[src/rtl/pattern_scan_pkg.sv]
// Shared types and defaults for the switch-pattern recognizer.
// Holds the controller state encoding, default width and default target.
package pattern_scan_pkg;

  typedef enum logic [1:0] {
    FILL,
    ARMED,
    HOLD
  } state_t;

  localparam int WIDTH_DEFAULT = 8;

  localparam logic [7:0] TARGET_DEFAULT = 8'b0000_0100;

endpackage

[src/rtl/key_sync_edge.sv]
// Two-flop synchronizer plus falling-edge detector for a raw pushbutton.
// Ports: clk, reset (async high), din (raw), sync (synced level), fall (press strobe).
module key_sync_edge #(
  parameter logic RST_VAL = 1'b1
) (
  input  logic clk,
  input  logic reset,
  input  logic din,
  output logic sync,
  output logic fall
);

  logic s1, s2, s3;

  always_ff @(posedge clk or posedge reset) begin
    if (reset) begin
      s1 <= RST_VAL;
      s2 <= RST_VAL;
      s3 <= RST_VAL;
    end else begin
      s1 <= din;
      s2 <= s1;
      s3 <= s2;
    end
  end

  assign sync = s2;
  // s3 is the previous synced level: a held key strobes once.
  assign fall = s3 & ~s2;

endmodule

[src/rtl/pattern_scan_ctrl.sv]
// Serial pattern scanner: shifts one bit per key press, flags a window==target hit.
// Ports: clk, reset, key_n, bit_in, target -> window, fill_cnt, armed, match, match_pulse,
// match_count (only when PATTERN_SCAN_COUNT_EN is defined).
module pattern_scan_ctrl
  import pattern_scan_pkg::*;
#(
  parameter int WIDTH       = WIDTH_DEFAULT,
  parameter int HOLD_CYCLES = 25_000_000
) (
  input  logic                       clk,
  input  logic                       reset,
  input  logic                       key_n,
  input  logic                       bit_in,
  input  logic [WIDTH-1:0]           target,
  output logic [WIDTH-1:0]           window,
  output logic [$clog2(WIDTH+1)-1:0] fill_cnt,
  output logic                       armed,
  output logic                       match,
  output logic                       match_pulse
`ifdef PATTERN_SCAN_COUNT_EN
  ,
  output logic [7:0]                 match_count
`endif
);

  localparam int FW = $clog2(WIDTH + 1);
  localparam int HW = (HOLD_CYCLES > 1) ? $clog2(HOLD_CYCLES) : 1;
  localparam logic [FW-1:0] FULL = FW'(WIDTH);
  localparam logic [HW-1:0] HOLD_LOAD = HW'(HOLD_CYCLES - 1);

  state_t state, state_n;
  logic [HW-1:0] hold_cnt, hold_n;
  logic [WIDTH-1:0] shift_win, window_n;
  logic [FW-1:0] shift_fill, fill_n;
  logic strobe, key_s, hit;
  logic b1, b2;

  key_sync_edge #(
    .RST_VAL(1'b1)
  ) u_key (
    .clk  (clk),
    .reset(reset),
    .din  (key_n),
    .sync (key_s),
    .fall (strobe)
  );

  // Data bit only needs the level synchronizer, no edge.
  always_ff @(posedge clk or posedge reset) begin
    if (reset) begin
      b1 <= 1'b0;
      b2 <= 1'b0;
    end else begin
      b1 <= bit_in;
      b2 <= b1;
    end
  end

  always_comb begin
    shift_win  = {window[WIDTH-2:0], b2};
    shift_fill = (fill_cnt == FULL) ? FULL : fill_cnt + FW'(1);
    // Compare only on a press so a target change alone never hits.
    hit      = strobe && (shift_fill == FULL) && (shift_win == target);
    window_n = strobe ? shift_win : window;
    fill_n   = strobe ? shift_fill : fill_cnt;
    state_n  = state;
    hold_n   = hold_cnt;
    unique case (state)
      FILL: begin
        if (strobe && shift_fill == FULL)
          state_n = hit ? HOLD : ARMED;
      end
      ARMED: begin
        if (hit)
          state_n = HOLD;
      end
      HOLD: begin
        if (!hit) begin
          if (hold_cnt == '0)
            state_n = ARMED;
          else
            hold_n = hold_cnt - HW'(1);
        end
      end
      default: state_n = FILL;
    endcase
    if (hit)
      hold_n = HOLD_LOAD;
  end

  always_ff @(posedge clk or posedge reset) begin
    if (reset) begin
      state       <= FILL;
      hold_cnt    <= '0;
      window      <= '0;
      fill_cnt    <= '0;
      armed       <= 1'b0;
      match       <= 1'b0;
      match_pulse <= 1'b0;
    end else begin
      state       <= state_n;
      hold_cnt    <= hold_n;
      window      <= window_n;
      fill_cnt    <= fill_n;
      armed       <= (fill_n == FULL);
      match       <= (state_n == HOLD);
      match_pulse <= hit;
    end
  end

`ifdef PATTERN_SCAN_COUNT_EN
  always_ff @(posedge clk or posedge reset) begin
    if (reset)
      match_count <= '0;
    else if (hit && match_count != 8'hff)
      match_count <= match_count + 8'd1;
  end
`endif

  logic unused_ok;
  assign unused_ok = key_s;

endmodule

[config.mk]
export PLATFORM = sky130hd
export DESIGN_NAME = pattern_scan_ctrl
export DESIGN_NICKNAME = d
export VERILOG_FILES = /design/src/rtl/pattern_scan_pkg.sv /design/src/rtl/key_sync_edge.sv /design/src/rtl/pattern_scan_ctrl.sv
export SDC_FILE = /design/constraint.sdc
export NUM_CORES = 1
export LEC_CHECK = 0
export ABC_AREA = 1
export CAP_MARGIN = 20
export CORE_UTILIZATION = 60
export CTS_BUF_LIST = sky130_fd_sc_hd__clkbuf_8 sky130_fd_sc_hd__clkbuf_16
export DETAILED_ROUTE_END_ITERATION = 10
export PLACE_DENSITY_LB_ADDON = 0.12
export SETUP_SLACK_MARGIN = 0.05
export SYNTH_ARGS = -nofsm -noshare
export SYNTH_HDL_FRONTEND = slang
export SYNTH_SLANG_ARGS = --single-unit
[constraint.sdc]
create_clock -name clk -period 3.7 [get_ports clk]
set_clock_uncertainty 0.05 [all_clocks]
set_input_delay 0.925 -clock clk [delete_from_list [all_inputs] [get_ports clk]]
set_output_delay 0.925 -clock clk [all_outputs]
set_load 0.005 [all_outputs]
==> impl_metrics.csv <==
group,metric,value,unit
run_status,outcome,"finished, violations left",
run_status,violations,"design-rule violations",
synth,netlist_area,2865,um2
power_and_ir_drop,p_comb_share,29.0,%
global_routing,track_usage,26.59,%
clock_tree,post_cts_resized,0,
placement,gp_congestion,0.9176,
synth,synthTopCellsByCount,"nand2_1 (139), inv_1 (58), nor2_1 (47)",
global_routing,grt_max_degree,48,
power_and_ir_drop,clkPwrFrac,22.0,%
power_and_ir_drop,total_leakage_power,1.747,nW
clock_tree,clockBufferDepth,2,
clock_tree,ctsHtreeMaxLevel,2,
finish,nets,450,
power_and_ir_drop,p_switching,0.4886,mW
sta,final.setup.tns,0,ps
setup_path,worst_setup_path_end_kind,"register",
sta,fmax,0.4102,GHz
placement,numPortBuffers,26,
synth,synth_top_area_share,38.43,%
sta,slew_headroom,57.33,%
synth,yosysUniqueCellTypes,28,
power_and_ir_drop,switching_share,34.83,%
finish,seqCellArea,1180,um2
finish,n_antenna_cell,0,
clock_tree,cts_hold_buf,0,
route,wire_per_inst,12.06,um
sta,finalSetupViolations,0,
die,rows,24,
sta,period_minus_slack,2438,ps
clock_tree,clk-insertion-delay-late,300,ps
setup_path,path_max_fanout,35,
die,dieWidth,71.11,um
setup_path,arrival,2570,ps
sta,hold_viol,0,
route,via_per_inst,5.232,
synth,synth_edf_count,0,
global_routing,antenna_found_initial,0,
synth,synth_cells,411,
synth,yosysTopAreaCell,"dfrtp_1",
clock_tree,path_clk_slew,90,ps
die,die_area,5056,um2
placement,hpwl,4.249,mm
clock_tree,cts_tree,"done",
synth,ys_warn_count,0,
power_and_ir_drop,p_int,0.9141,mW
global_routing,grt_pass1_wl,10.66,mm
sta,rsz0062_at_grt,"no",
die,fp.dieH,71.11,um
sta,tightest_slew,637.6,ps
synth,synth_ff_type,"dfrtp_1",
power_and_ir_drop,total_power,1.403,mW
sta,setup_ws,1262,ps
sta,drv_slew,0,
finish,layout-drive-gt1-share,6.651,%
power_and_ir_drop,power_frac_seq,49.0,%
synth,ys_seq_elements,47,
finish,multi_input_comb_area,1381,um2
placement,pre_cts_ws,950.7,ps
synth,synth_async_sr_flop_share,100.0,%
die,io_pins,27,
route,num_vias,2553,
synth,synth_seq_area_share,41.18,%
route,finalWirelength,5.883,mm
synth,synth_most_common_cell,"nand2_1",
worst_hold_path,min_path_type,"register to register",
clock_tree,cts_sinks,47,
route,ant_nets,0,
clock_tree,cts_made_buffers,5,
route,drc,1,
clock_tree,cts_setup_buffers,0,
power_and_ir_drop,vdd_ir_drop_max,0.0003523,V
setup_path,worst_ep_required_time,3840,ps
finish,nFillCells,373,
die,start_util,64.04,%
synth,syn-num-nets,426,
placement,dpl_cell_area,3119,um2
global_routing,overflow,0,
finish,fin_util,72.18,%
job,maxCapViolCount,0,
setup_path,start_kind,"primary input",
synth,synthTopCellsByArea,"dfrtp_1 (38%), nand2_1 (18%), nand3_1 (7.9%)",
route,first_pass_iters,7,
finish,final_area,3229,um2
power_and_ir_drop,power_density,434.4,nW/um2
die,core,4474,um2
route,first_iter_violations,173,
sta,fin_crit_sh,65.88,%
finish,syn2layout_area_growth,12.71,%
synth,synth.avg_cell_area,6.971,um2
clock_tree,cts_root_buf,"clkbuf_8",
setup_path,critPathKind,"primary input to register",
global_routing,grt_pass1_vias,2509,
## path summary, 6_finish.rpt
check                                 start           end  slack, ps  cells past startpoint
worst max-delay path              target[6]  hold_cnt[10]       1260                     11
worst min-delay path                     b1            b2        310                      0
worst max register to register  hold_cnt[0]  hold_cnt[19]       1350                      9
worst min register to register           b1            b2        310                      0
max in group asynchronous             reset    u_key.sync       2270                      3
min in group asynchronous             reset   hold_cnt[0]        800                      2
## power by group through the flow
| stage | combinational [mW] | sequential [mW] | clock [mW] |
|---|---|---|---|
| 2_1_floorplan | 0.273 | 0.677 | 0 |
| 3_3_place_gp | 0.388 | 0.692 | 0 |
| 3_5_place_dp | 0.404 | 0.695 | 0 |
| 4_1_cts | 0.406 | 0.686 | 0.315 |
| 5_1_grt | 0.476 | 0.700 | 0.332 |
| 6_report | 0.407 | 0.688 | 0.308 |
## final cells by class
class | count | share of cell area [%]
inverter | 60 | 6.974
timing repair buffer | 28 | 8.911
clock buffer | 5 | 2.131
tap | 52 | 2.015
multi-input combinational | 293 | 42.77
sequential | 47 | 36.54
clock inverter | 3 | 0.6587
## flip-flops by register name, indices dropped and copies added (netlist names)
| signal | cells |
|---|---|
| hold_cnt | 25 |
| window | 8 |
| fill_cnt | 4 |
| state | 2 |
| armed | 1 |
| b1 | 1 |
| b2 | 1 |
| match | 1 |
| match_pulse | 1 |
| u_key.s1 | 1 |
| u_key.s3 | 1 |
| u_key.sync | 1 |
## layer usage
layer  GRT usage (%)  wire length (um)
met1           35.47              2820
met2           45.51              2735
met3           3.704               288
met4           7.556                38
met5               0                 0
## placed cells by master (no fill, tap or decap), types with 2 or more instances in the layout
cell / count
nand2_1: 139
inv_1: 58
nor2_1: 47
nand3_1: 45
dfrtp_1: 44
clkdlybuf4s50_1: 26
o21ai_0: 11
xor2_1: 7
nand4_1: 7
nand3b_1: 6
nor2_2: 5
clkbuf_8: 5
a21oi_1: 4
inv_2: 3
nand2_2: 3
nand2_4: 3
o21ai_1: 3
ha_1: 3
dfstp_2: 3
nor3_1: 2
xnor2_1: 2
clkinv_4: 2
## worst max-delay path, stage by stage
cell and delay, ps:
clkdlybuf4s50_1 490, inv_1 50, nand2_1 60, nand2_1 50
nor2_1 100, nand2_1 70, nor2_1 110, nand2_2 200
buf_4 320, nand3b_1 130, o21ai_1 60
## cells by family (layout without fill, tap and decap cells)
logic type | Yosys count | after routing | share of synthesized area [%]
buffers and inverters | 71 | 96 | 10.61
xor gates and xnor gates | 9 | 9 | 2.751
adders and majority gates | 3 | 3 | 1.310
DFF | 47 | 47 | 41.18
AOI/OAI and AO/OA | 21 | 21 | 4.236
and+or+nand+nor | 260 | 260 | 39.91
## metrics by stage
| stage | instances | hold WS, ps |
|---|---|---|
| floorplan | 411 | 281.2 |
| global placement | 479 | 284.6 |
| detailed placement | 479 | 290.3 |
| CTS | 487 | 310.7 |
| global route | 488 | 313.4 |
| finish | 488 | 306.3 |
No activity file was read; power rests on OpenSTA's default activity.
